$ cat src/rtl/t03_request_unit_sb_if.sv
// Bus-side handshake of the request unit: request strobes, address/data/byte-enables
// towards the wishbone manager and the single-cycle ack back.
interface t03_request_unit_sb_if #(
  parameter int ADDR_W = 32,
  parameter int DATA_W = 32
);
  logic                  read;
  logic                  write;
  logic                  ack;
  logic [ADDR_W-1:0]     address;
  logic [DATA_W-1:0]     bus_wdata;
  logic [DATA_W/8-1:0]   bus_sel;

  modport master (
    output read, write, address, bus_wdata, bus_sel,
    input  ack
  );

  modport slave (
    input  read, write, address, bus_wdata, bus_sel,
    output ack
  );
endinterface

$ cat src/rtl/t03_request_unit_sb.sv
// Request unit arbitrating I-fetch misses, loads and posted stores onto one bus
// master; stores go through a FIFO store buffer drained when the bus is free.
module t03_request_unit_sb #(
  parameter int ADDR_W   = 32,
  parameter int DATA_W   = 32,
  parameter int SB_DEPTH = 4
) (
  input  logic                         clk,
  input  logic                         nrst,
  t03_request_unit_sb_if.master        bus,
  input  logic                         next_hit,
  input  logic                         memRead,
  input  logic                         memWrite,
  input  logic [ADDR_W-1:0]            pcMemory,
  input  logic [ADDR_W-1:0]            resultALU,
  input  logic [DATA_W-1:0]            storeData,
  input  logic [DATA_W/8-1:0]          storeSel,
  output logic                         freezePC,
  output logic                         freezeInstr,
  output logic                         addressSrc,
  output logic                         cache_fill,
  output logic                         sb_full,
  output logic [$clog2(SB_DEPTH):0]    sb_count
);
  localparam int PW    = $clog2(SB_DEPTH);
  localparam int CW    = PW + 1;
  localparam int SEL_W = DATA_W / 8;

  typedef enum logic [1:0] {IDLE, FETCH, LOAD, DRAIN} state_t;

  state_t            state, state_nxt;
  logic [PW-1:0]     head, tail;
  logic [CW-1:0]     count;
  logic              push, pop, push_ok, fr_pc, fr_in;

  logic [ADDR_W-1:0] fifo_addr [SB_DEPTH];
  logic [DATA_W-1:0] fifo_data [SB_DEPTH];
  logic [SEL_W-1:0]  fifo_sel  [SB_DEPTH];

  assign sb_count = count;
  assign sb_full  = (count == CW'(SB_DEPTH));

  always_comb begin
    state_nxt = state;
    fr_pc     = 1'b0;
    fr_in     = 1'b0;
    push_ok   = 1'b0;
    unique case (state)
      IDLE: begin
        push_ok = 1'b1;
        if (memWrite && sb_full) begin
          state_nxt = DRAIN;
          fr_pc     = 1'b1;
          fr_in     = 1'b1;
        end else if (memRead && (count != '0)) begin
          state_nxt = DRAIN;
          fr_pc     = 1'b1;
          fr_in     = 1'b1;
        end else if (memRead) begin
          state_nxt = LOAD;
          fr_pc     = 1'b1;
          fr_in     = 1'b1;
        end else if (!next_hit) begin
          state_nxt = FETCH;
          fr_pc     = 1'b1;
        end else if (count != '0) begin
          state_nxt = DRAIN;
        end
      end
      FETCH: begin
        fr_in = 1'b1;
        fr_pc = !bus.ack;
        if (bus.ack) state_nxt = IDLE;
      end
      LOAD: begin
        fr_pc = 1'b1;
        fr_in = 1'b1;
        if (bus.ack) state_nxt = next_hit ? IDLE : FETCH;
      end
      DRAIN: begin
        push_ok = 1'b1;
        fr_pc   = memRead | !next_hit | (memWrite & sb_full);
        fr_in   = fr_pc;
        if (bus.ack) state_nxt = IDLE;
      end
      default: state_nxt = IDLE;
    endcase
  end

  // Freeze outputs are forced low while reset is asserted, independent of inputs.
  assign freezePC    = fr_pc & nrst;
  assign freezeInstr = fr_in & nrst;
  assign push        = push_ok & memWrite & ~sb_full & ~fr_in;
  assign pop         = (state == DRAIN) & bus.ack;

  always_comb begin
    bus.read      = 1'b0;
    bus.write     = 1'b0;
    bus.address   = pcMemory;
    bus.bus_wdata = '0;
    bus.bus_sel   = '0;
    addressSrc    = 1'b0;
    unique case (state)
      FETCH: begin
        bus.read    = 1'b1;
        bus.bus_sel = '1;
      end
      LOAD: begin
        bus.read    = 1'b1;
        bus.address = resultALU;
        bus.bus_sel = '1;
        addressSrc  = 1'b1;
      end
      DRAIN: begin
        bus.write     = 1'b1;
        bus.address   = fifo_addr[head];
        bus.bus_wdata = fifo_data[head];
        bus.bus_sel   = fifo_sel[head];
        addressSrc    = 1'b1;
      end
      default: ;
    endcase
  end

  always_ff @(posedge clk or negedge nrst) begin
    if (!nrst) begin
      state      <= IDLE;
      head       <= '0;
      tail       <= '0;
      count      <= '0;
      cache_fill <= 1'b0;
    end else begin
      state      <= state_nxt;
      if (push) tail <= tail + 1'b1;
      if (pop)  head <= head + 1'b1;
      count      <= count + CW'(push) - CW'(pop);
      cache_fill <= (state == FETCH) && bus.ack;
    end
  end

  always_ff @(posedge clk) begin
    if (push) begin
      fifo_addr[tail] <= resultALU;
      fifo_data[tail] <= storeData;
      fifo_sel[tail]  <= storeSel;
    end
  end
endmodule

$ cat src/flat_wrapper.sv
// flat-port wrapper written by rule: the top's interface ports become plain ports
module t03_request_unit_sb_flat 
#(
  parameter int ADDR_W   = 32,
  parameter int DATA_W   = 32,
  parameter int SB_DEPTH = 4
)
  (clk, nrst, next_hit, memRead, memWrite, pcMemory, resultALU, storeData, storeSel, freezePC, freezeInstr, addressSrc, cache_fill, sb_full, sb_count, bus_read, bus_write, bus_address, bus_bus_wdata, bus_bus_sel, bus_ack);
  t03_request_unit_sb_if #(.ADDR_W(ADDR_W), .DATA_W(DATA_W)) bus_i ();
  input  logic clk;
  input  logic nrst;
  input  logic next_hit;
  input  logic memRead;
  input  logic memWrite;
  input  logic [ADDR_W-1:0] pcMemory;
  input  logic [ADDR_W-1:0] resultALU;
  input  logic [DATA_W-1:0] storeData;
  input  logic [DATA_W/8-1:0] storeSel;
  output logic freezePC;
  output logic freezeInstr;
  output logic addressSrc;
  output logic cache_fill;
  output logic sb_full;
  output logic [$clog2(SB_DEPTH):0] sb_count;
  output wire logic [$bits(bus_i.read)-1:0] bus_read;
  output wire logic [$bits(bus_i.write)-1:0] bus_write;
  output wire logic [$bits(bus_i.address)-1:0] bus_address;
  output wire logic [$bits(bus_i.bus_wdata)-1:0] bus_bus_wdata;
  output wire logic [$bits(bus_i.bus_sel)-1:0] bus_bus_sel;
  input wire logic [$bits(bus_i.ack)-1:0] bus_ack;
  assign bus_read = bus_i.read;
  assign bus_write = bus_i.write;
  assign bus_address = bus_i.address;
  assign bus_bus_wdata = bus_i.bus_wdata;
  assign bus_bus_sel = bus_i.bus_sel;
  assign bus_i.ack = bus_ack;
  t03_request_unit_sb #(.ADDR_W(ADDR_W), .DATA_W(DATA_W), .SB_DEPTH(SB_DEPTH)) u_core (.clk(clk), .nrst(nrst), .bus(bus_i), .next_hit(next_hit), .memRead(memRead), .memWrite(memWrite), .pcMemory(pcMemory), .resultALU(resultALU), .storeData(storeData), .storeSel(storeSel), .freezePC(freezePC), .freezeInstr(freezeInstr), .addressSrc(addressSrc), .cache_fill(cache_fill), .sb_full(sb_full), .sb_count(sb_count));
endmodule
$ cat config.mk
export PLATFORM = sky130hd
export DESIGN_NAME = t03_request_unit_sb_flat
export DESIGN_NICKNAME = d
export VERILOG_FILES = /design/src/rtl/t03_request_unit_sb_if.sv /design/src/rtl/t03_request_unit_sb.sv /design/src/flat_wrapper.sv
export SDC_FILE = /design/constraint.sdc
export NUM_CORES = 1
export LEC_CHECK = 0
export CORE_MARGIN = 4
export CORE_UTILIZATION = 40
export DETAILED_ROUTE_END_ITERATION = 10
export PLACE_DENSITY_LB_ADDON = 0.2
export SLEW_MARGIN = 5
export SYNTH_ARGS = -nofsm -noshare
export SYNTH_HDL_FRONTEND = slang
export SYNTH_SLANG_ARGS = --single-unit
$ cat constraint.sdc
create_clock -name clk -period 4.2 [get_ports clk]
set_input_delay 0.84 -clock clk [delete_from_list [all_inputs] [get_ports clk]]
set_output_delay 0.84 -clock clk [all_outputs]
set_load 0.05 [all_outputs]
# [Word level (Yosys, flattened, before mapping)]
# Memories as Yosys holds them, arrays and structs flattened.
# Index checks and enable logic that the tools add are counted.
# W data, S select, Z words.
[classes] n_addsub=4 n_eq_ne=7 n_mux=27 bitwise=11 n_reduce_logical=12
[ops] operator="$pmux W32 S2" n=1
[ops] operator="$mux W32" n=1
[ops] operator="$mux W1" n=14
[ops] operator="$mux W2" n=7
[ops] operator="$pmux W4 S2" n=1
[ops] operator="$reduce_or A2 Y1" n=4
[ops] operator="$and A1 B1 Y1" n=7
[ops] operator="$ne A6 B3 Y1 const B" n=1
[ops] operator="$pmux W2 S3" n=1
[ops] operator="$add A2 B1 Y2 const B" n=2
[ops] operator="$eq A2 B2 Y1 const B" n=2
[ops] operator="$pmux W1 S4" n=1
[ops] operator="$add A3 B1 Y3" n=1
[ops] operator="$eq A3 B3 Y1 const B" n=1
[ops] operator="$logic_and A1 B1 Y1" n=3
[ops] operator="$pmux W1 S3" n=1
[ops] operator="$reduce_and A3 Y1" n=1
[ops] operator="$reduce_bool A3 Y1" n=1
[ops] operator="$sub A3 B1 Y3" n=1
[ops] operator="$eq A2 B1 Y1 const B" n=1
[ops] operator="$logic_not A1 Y1" n=2
[ops] operator="$logic_not A2 Y1" n=1
[ops] operator="$ne A2 B1 Y1 const B" n=1
[ops] operator="$ne A2 B2 Y1 const B" n=1
[ops] operator="2 further kinds" n=4
[totals] reg_bits=10 mem_bits_rw=272 input_bits=106 output_inout_bits=78 word_cells=69 mem_count=3
[memory_table] name="u_core.fifo_addr" depth=4 width=32 read_ports=1 rd_clocked_by_memory_dff=0 write_ports=1 line="t03_request_unit_sb.sv:36" source="logic [ADDR_W-1:0] fifo_addr [SB_DEPTH];"
[memory_table] name="u_core.fifo_data" depth=4 width=32 read_ports=1 rd_clocked_by_memory_dff=0 write_ports=1 line="t03_request_unit_sb.sv:37" source="logic [DATA_W-1:0] fifo_data [SB_DEPTH];"
[memory_table] name="u_core.fifo_sel" depth=4 width=4 read_ports=1 rd_clocked_by_memory_dff=0 write_ports=1 line="t03_request_unit_sb.sv:38" source="logic [SEL_W-1:0] fifo_sel [SB_DEPTH];"

# [Longest topological paths before layout]
# Gate-level depths: netlist (run 1).
[depth] word_depth=9 ltp_mapped=10 ltp_nobuf=9

# [Least setup slack after synthesis (run 1)]
# OpenSTA, ideal clock, no wires.
[synth_path] path_type="input to output" startpoint="input memWrite" endpoint="output freezePC" arrival_time_ns=2.610 required_time_ns=3.360 setup_slack_ns=0.750 cell_stages=3 path_buffers=0 cell_sequence="nor4bb_1 > o22ai_1 > a21boi_0"
[synth_via] elab_chain_cells=4 word_cells_on_any_way=6 cone_classes="mux: 2; bitwise: 3; reduce/logical: 1"
[synth_rtl] element="start, declared" line="flat_wrapper.sv:14" source="input logic memWrite;"
[synth_rtl] element="$and A1 B1 Y1 or $logic_and A1 B1 Y1 (tied branches)" line="t03_request_unit_sb.sv:82, t03_request_unit_sb.sv:51"
[synth_rtl] element="$or A1 B1 Y1 or $mux W1 (tied branches)" line="t03_request_unit_sb.sv:82, t03_request_unit_sb.sv:51"
[synth_rtl] element="$pmux W1 S4 (*)" line="t03_request_unit_sb.sv:48" source="unique case (state)"
[synth_rtl] element="$and A1 B1 Y1 (*)" line="t03_request_unit_sb.sv:91" source="assign freezePC = fr_pc & nrst;"
[synth_rtl] element="end, declared" line="flat_wrapper.sv:19" source="output logic freezePC;"
# Mark *: on every way between the ends. The rest lies on a longest branch, timed or not.

# [Worst setup path after layout (run 1)]
[layout_path] startpoint="register u_core.head[0]" endpoint="output bus_bus_wdata[24]"
[layout_via] elab_chain_cells=2
[layout_rtl] element="start, declared" line="t03_request_unit_sb.sv:32" source="logic [PW-1:0] head, tail;"
[layout_rtl] element="start signal, assigned" line="t03_request_unit_sb.sv:135" source="if (pop) head <= head + 1'b1;"
[layout_rtl] element="$mem_v2 Z4 W32"
[layout_rtl] element="$mux W32" line="t03_request_unit_sb.sv:103" source="unique case (state)"
[layout_rtl] element="end, declared" line="flat_wrapper.sv:28" source="output wire logic [$bits(bus_i.bus_wdata)-1:0] bus_bus_wdata;"
# Every way passes these cells.

==> results.txt, run 1 <==
The number of storage elements in the synthesis netlist came out at 282. The total core area came out at 27800 um2. The initial cell density of the core is 40.6%. In the final design database the tool counted 894 nets. The share of total power in combinational logic is 39.3%. The worst path in the final design needs a cycle of 3.93 ns, including I/O delays and setup.

Across all setup checks in the final design, the least slack found is 0.269 ns. The worst slack at placement came out at 0.287 ns. The post-cts hold buffer count is 0. The TritonCTS clock tree is built.

Setup repair after global routing left no endpoint under its margin. The biggest area contributor in the post-synthesis netlist is sky130_fd_sc_hd__edfxtp_1. The number of standard-cell rows in the floorplan came out at 61.

The share of post-route cells with drive strength above 1 came out at 19.7%. The count of pins on the block boundary is 184. The initial antenna violation count is 0. Post-CTS timing repair inserted 0 buffers for setup. The worst-case IR drop observed on VDD is 0.542 mV. The clock network burns 24.8% of the power. The congestion estimate from routability-driven global placement came to 0.758.

The clock net in this run drives a total of 282 sinks. The cell count after synthesis came out at 576. Counting flops with an async set or reset pin after synthesis yields a share of 3.55%. The warning count from the yosys run is 0.

The analysis attributes to net switching a power of 0.00379 W. With fillers left out, the area of the finished cells amounts to 14700 um2. The number of enable-type register cells in the synthesized netlist came out at 272. The final worst-path cycle share is 93.6%.

The maximum number of buffers from clock root to sink is 3. In this run the worst hold path is classified as register to register. In the post-synthesis netlist, the biggest area contributors are sky130_fd_sc_hd__edfxtp_1, sky130_fd_sc_hd__mux4_2, sky130_fd_sc_hd__dfrtp_1.

The first-pass GRT wire length came out at 37.1 mm. The synthesized area per cell is 19.6 um2. The number of detailed-routing iterations run before antenna repair came out at 4. The final wirelength is 23.3 mm. The floorplan step defined a die boundary enclosing 31000 um2. The type of the worst setup path is register to output pin. The top cell type's share of synthesized area is 72.4%. The clock-pin slew on the worst setup and hold paths is 0.06 ns. The detailed-placement wirelength estimate came out at 14.7 mm.

The repair_antennas step left the layout with diodes totalling 0. The count of nets left with antenna violations once routing finished came out at 0. The mapped netlist covers 11300 um2. The worst-case headroom to the max-slew limit is 43.3%. The via count of the first global-routing pass came out at 6799. In this run the worst path has a maximum fanout of 29. Clock latency on the worst-skew pair, taken at its later pin, is 0.53 ns. The total DRC errors in the routed layout is 0.

The synthesis-to-finish area growth is 29.9%. The data required time of the critical path came out at 3.36 ns. After the flow finishes, the layout carries non-filler instances totaling 1176. The total of cells resized after clock tree synthesis is 0. The portion of total power attributed to sequential cells is 35.8%. Including well taps, the total number of placed cells is 1124.

On the worst path, the slowest cell contributes a delay of 0.83 ns. The critical path goes through buf_4, mux4_2, and2_1, clkdlybuf4s50_1. The number of H-tree levels came out at 1. The upper clock frequency limit came out at 254 MHz. The routed layout has 5935 vias. The average routed wire per standard cell came out at 19.8 um.

The arrival time of the worst setup path is 3.09 ns. The flow ran to the end, and the final reports show no timing, DRC or antenna violations. The worst setup path is launched from a register. The power density over the cells came out at 733 nW/um2. Internal power comes to 0.00695 W.

The TritonCTS buffer count came out at 28. The transition time of the tightest slew-check pin is 0.849 ns. The unique cell type count in the Yosys netlist is 31. From bottom edge to top edge, the die measures 176 um. The width of the chip came out at 176 um. Entering global routing, the biggest net connects 41 pins. The hold violation count in the final report came out at 0. The placed instances occupy a cell area of 13600 um2. The net count of the mapped netlist is 694. Net switching is 35.3% of the power. The most common cell in the synthesized netlist is sky130_fd_sc_hd__edfxtp_1. The final setup violation count is 0. The max-slew violation count is 0. After routing, the total negative slack on setup checks comes to 0 ns. The dominant register cell in the synthesized netlist is sky130_fd_sc_hd__edfxtp_1. The post-route total power is 0.0107 W. The number of port buffers is 183.

The cell with the largest stage delay on the worst path is sky130_fd_sc_hd__dfrtp_4. After the first detailed-routing iteration, the DRC count stood at 463. For this design the static power due to leakage is 4.94 nW.

The global routing usage summed across all routing layers came out at 15.2%. The setup skew after layout is 0.0109 ns. The post-synthesis sequential area ratio is 74.6%. The tree is rooted in a sky130_fd_sc_hd__clkbuf_16. The capturing element type of the critical path is an output pin. The total of max-cap violations came out at 0. The detailed-route vias per instance is 5.05.

After synthesis, the most frequently instantiated cells are sky130_fd_sc_hd__edfxtp_1, sky130_fd_sc_hd__mux4_2, sky130_fd_sc_hd__nand2_1. For this run the aggregate overflow at the end of global routing stands at 0.
-- logic make-up after synthesis --
| family | Yosys count | synth area share, % |
|---|---|---|
| simple gates | 116 | 4.94 |
| fa+ha+maj | 12 | 1.40 |
| flops | 282 | 74.6 |
| xor+xnor | 5 | 0.388 |
| mux | 72 | 14.0 |
| buf+inv | 43 | 1.53 |
| compound gates | 46 | 3.11 |
-- cell type report --
cell class	count	area (um2)
Inverter	12	45.0
Multi-Input combinational cell	251	2700
Fill cell	2234	13100
Clock buffer	32	737
Timing Repair Buffer	201	2000
Clock inverter	20	273
Tap cell	378	473
Sequential cell	282	8430
-- per-stage QoR --
step	util, %	hold WS, ns
2_1_floorplan	-	0.535
3_3_place_gp	49.1	0.527
3_5_place_dp	49.1	0.561
4_1_cts	52.7	0.573
5_1_grt	52.7	0.591
6_report	52.7	0.573
-- power by group through the flow --
stage | registers (W) | clock network [W] | logic, W
2_1_floorplan | 0.00380 | 0 | 0.00300
3_3_place_gp | 0.00390 | 0 | 0.00425
3_5_place_dp | 0.00393 | 0 | 0.00430
4_1_cts | 0.00387 | 0.00274 | 0.00432
5_1_grt | 0.00391 | 0.00287 | 0.00452
6_report | 0.00385 | 0.00267 | 0.00423
-- cells in the final DEF (no fill, tap or decap), types with 6 or more instances in the layout --
master | Yosys | routed
sky130_fd_sc_hd__edfxtp_1 | 272 | 272
sky130_fd_sc_hd__ha_1 | 11 | 10
sky130_fd_sc_hd__inv_1 | 12 | 12
sky130_fd_sc_hd__dfrtp_1 | 10 | 8
sky130_fd_sc_hd__buf_12 | 0 | 6
sky130_fd_sc_hd__nand2_1 | 66 | 66
sky130_fd_sc_hd__mux4_2 | 68 | 68
sky130_fd_sc_hd__a22oi_1 | 32 | 32
sky130_fd_sc_hd__clkinv_1 | 0 | 7
sky130_fd_sc_hd__bufinv_16 | 0 | 7
sky130_fd_sc_hd__clkdlybuf4s50_1 | 0 | 165
sky130_fd_sc_hd__and2_1 | 34 | 34
sky130_fd_sc_hd__buf_4 | 0 | 30
sky130_fd_sc_hd__clkbuf_16 | 0 | 29
-- worst max-delay path, delay by kind of cell (launching register included) --
kind | cells | cell delay [ns]
buffers and inverters | 2 | 1.03
DFF | 1 | 0.83
muxes | 1 | 0.51
and+or+nand+nor | 1 | 0.17
-- layer usage --
metal | vias to the layer above | routed length [um] | GRT usage, %
met5 | - | 0 | 0
met4 | 0 | 404 | 3.64
met3 | 33 | 1270 | 2.81
met2 | 156 | 12000 | 26.9
met1 | 3042 | 9650 | 19.8
li1 | 2704 | - | -
-- registers in the layout (all words and copies together), names as in the netlist --
signal             flops
u_core.fifo_addr     128
u_core.fifo_data     128
u_core.fifo_sel       16
u_core.sb_count        3
u_core.head            2
u_core.state           2
u_core.tail            2
u_core.cache_fill      1
-- worst paths after layout --
path	end	start	cells after the start	slack, ns
setup / recovery	bus_bus_wdata[24]	u_core.head[0]	4	0.27
hold / removal	u_core.sb_count[2]	u_core.sb_count[2]	1	0.57
setup reg to reg	u_core.fifo_data[0][29]	u_core.state[0]	6	1.25
hold reg to reg	u_core.sb_count[2]	u_core.sb_count[2]	1	0.57
max in group asynchronous	u_core.head[0]	nrst	2	3.41
min in group asynchronous	u_core.sb_count[1]	nrst	2	0.61
Power figures use the tool's default switching activity.
==> inputs of run 2 (changes only) <==
Settings changed: CORE_MARGIN 4 to 2, SKIP_LAST_GASP set to 1.
Clock period 4.2 ns to 4.65 ns, I/O delays scaled along.
==> results.txt, run 2 (synthesized netlist as in run 1, its figures left out) <==
The insertion delay to the later sink of the worst-skew pair came out at 0.54 ns (about the same). STA classifies the critical path endpoint as an output pin. The global route total overflow is 0 (unchanged). The first-pass GRT wire length is 35.7 mm (-3.7%). The number of placed instances with taps included is 1121 (-0.27%). The post-CTS setup-driven buffer insertion count came to 0 (unchanged). The number of standard-cell rows in the floorplan is 61 (unchanged).

The sequential cell area came out at 8430 um2 (unchanged). The total core area is 27800 um2 (unchanged). The number of nets with antenna violations after routing is 0 (unchanged). The area of the die came out at 29600 um2 (-4.5%). The post-cts hold buffer count came out at 0 (unchanged). The last weighted congestion value of the routability-driven placer came out at 0.702 (-7.4%). The critical path is of the register to output pin type. The final setup violation count came to 0 (unchanged). The clock-pin slew on the worst setup and hold paths is 0.06 ns (about the same). The arrival time of the worst setup path came out at 3.14 ns (+0.05 ns).

The flow ran to the end, and the final reports show no timing, DRC or antenna violations. The worst slack at placement came to 0.635 ns (+0.349 ns). The worst setup path is launched from a register. The transition time of the tightest slew-check pin is 0.648 ns (-0.201 ns). The worst-case setup margin in the final layout is 0.580 ns (+0.311 ns). The power density over the cells is 658 nW/um2 (-10%).

The net count reported at finish was 893 (-0.11%). The largest net degree at the start of global routing is 44 (+7.3%). The time the final worst path needs with I/O delays and setup came out at 4.07 ns. The total of cells resized after clock tree synthesis came out at 0 (unchanged). The top cell types in the final layout, fill and taps aside, are sky130_fd_sc_hd__edfxtp_1, sky130_fd_sc_hd__clkdlybuf4s50_1, sky130_fd_sc_hd__mux4_2, sky130_fd_sc_hd__nand2_1, sky130_fd_sc_hd__and2_1. The upper clock frequency limit came out at 246 MHz. The global routing usage summed across all routing layers is 16.1% (+0.82 points). The final cell count without fillers came out at 1176 (unchanged). The clock sink count came out at 282 (unchanged). The TritonCTS buffer count came out at 30 (+7.1%).

The final worst-path cycle share is 87.5%. The count of vias placed by the detailed router is 6008 (+1.2%). The initial cell density of the core came out at 40.6% (unchanged). The worst-case headroom to the max-slew limit is 56.7% (+13 points). The maximum number of buffers from clock root to sink came out at 3 (unchanged).

The static power due to leakage is 4.91 nW (-0.76%). Leaving out fill and tap cells, the most frequent cell in the layout is sky130_fd_sc_hd__edfxtp_1. The setup total negative slack came to 0 ns (unchanged).

The detailed-route vias per instance came out at 5.11 (+1.2%). The max-slew violation count is 0 (unchanged). The number of fill cells in the layout is 2270 (+1.6%). The post-layout instance area is 14600 um2 (about the same). The width of the chip came out at 172 um (-2.3%). The final wirelength is 23.9 mm (+2.3%). The count of pins on the block boundary is 184 (unchanged).

The number of diodes added for antenna fixing is 0 (unchanged). The multi-input logic area is 2700 um2 (unchanged). The count of routing violations after the opening detailed-route iteration was 362 (-22%). The initial antenna violation count is 0 (unchanged). TritonCTS built the clock tree. The average routed wire per standard cell is 20.3 um (+2.3%). The share of post-route cells with drive strength above 1 came to 17.5% (-2.1 points). The number of H-tree levels was 1 (unchanged). The total DRC errors in the routed layout came out at 0 (unchanged). The data required time of the critical path came out at 3.72 ns (+0.36 ns). The synthesis-to-finish area growth is 29.8% (about the same). The total of max-cap violations is 0 (unchanged). The number of detailed-routing iterations run before antenna repair came out at 4 (unchanged). The number of port buffers came out at 183 (unchanged). In this run the clock root is driven by a sky130_fd_sc_hd__clkbuf_16. Setup repair after global routing left no endpoint under its margin. The via count of the first global-routing pass came to 6387 (-6.1%). The largest registers in the layout are u_core.fifo_addr x128, u_core.fifo_data x128, u_core.fifo_sel x16. The final worst hold slack came out at 0.569 ns (-0.00421 ns). The detailed-placement wirelength estimate came to 14.7 mm (about the same). The setup skew after layout is 0.0152 ns (+0.00422 ns). The type of the most critical hold path is register to register. The vertical extent of the die came out at 172 um (-2.3%). The maximum net fanout on the critical path is 20 (-31%). The total cell area at the placement stage was 13700 um2 (+0.24%). The maximum vdd drop came out at 0.604 mV (+11%). The hold violation count in the final report came out at 0 (unchanged).
## run 2: cell count changes in the layout (fill, tap and decap cells not counted), sizes merged
cell           change
buf               -20
bufinv             -4
clkbuf             +2
clkdlybuf4s50     +17
clkinv             +5
clkinvlp           -1
inv                +1
## run 2: power by group
part | switching, W | internal [W] | total (W) | leakage (nW)
sequential | 0.000243 | 0.00325 | 0.00349 | 2.58
clock | 0.000931 | 0.00137 | 0.00230 | 0.483
combinational | 0.00229 | 0.00155 | 0.00384 | 1.84
## run 2: cell type report
type	count	share of cell area, %
Sequential cell	282	57.6
Multi-Input combinational cell	251	18.4
Timing Repair Buffer	198	13.9
Clock buffer	34	5.38
Tap cell	378	3.23
Clock inverter	21	1.22
Inverter	12	0.308
## run 2: routing by layer
| layer | GRT usage (%) | vias to the layer above | part of all wire [%] |
|---|---|---|---|
| li1 | - | 2691 | - |
| met1 | 20.5 | 3094 | 41 |
| met2 | 28.6 | 190 | 52 |
| met3 | 2.75 | 33 | 5.5 |
| met4 | 4.02 | 0 | 1.7 |
| met5 | 0 | - | 0 |
## run 2: per-stage QoR
stage / total power, W / utilization (%)
global placement: 0.00738 / 49.2
finish: 0.00963 / 52.7
CTS: 0.00978 / 52.7
detailed placement: 0.00745 / 49.2
global route: 0.0101 / 52.7
floorplan: 0.00614 / -
## run 2: critical path, cell delays in order, from the launching register on
cell and delay [ns]:
sky130_fd_sc_hd__dfrtp_4 0.69, sky130_fd_sc_hd__buf_4 0.38, sky130_fd_sc_hd__mux4_2 0.55, sky130_fd_sc_hd__a21oi_1 0.19, sky130_fd_sc_hd__nor2_1 0.06, sky130_fd_sc_hd__clkdlybuf4s50_1 0.71
## run 2: final timing paths
check	start	to	slack, ns	cells past startpoint
max	u_core.head[0]	bus_bus_sel[1]	0.58	5
min	u_core.sb_count[2]	u_core.sb_count[2]	0.57	1
max reg2reg	u_core.state[0]	u_core.fifo_addr[1][23]	1.52	6
min reg2reg	u_core.sb_count[2]	u_core.sb_count[2]	0.57	1
max in group asynchronous	nrst	u_core.head[1]	3.73	2
min in group asynchronous	nrst	u_core.sb_count[0]	0.73	2
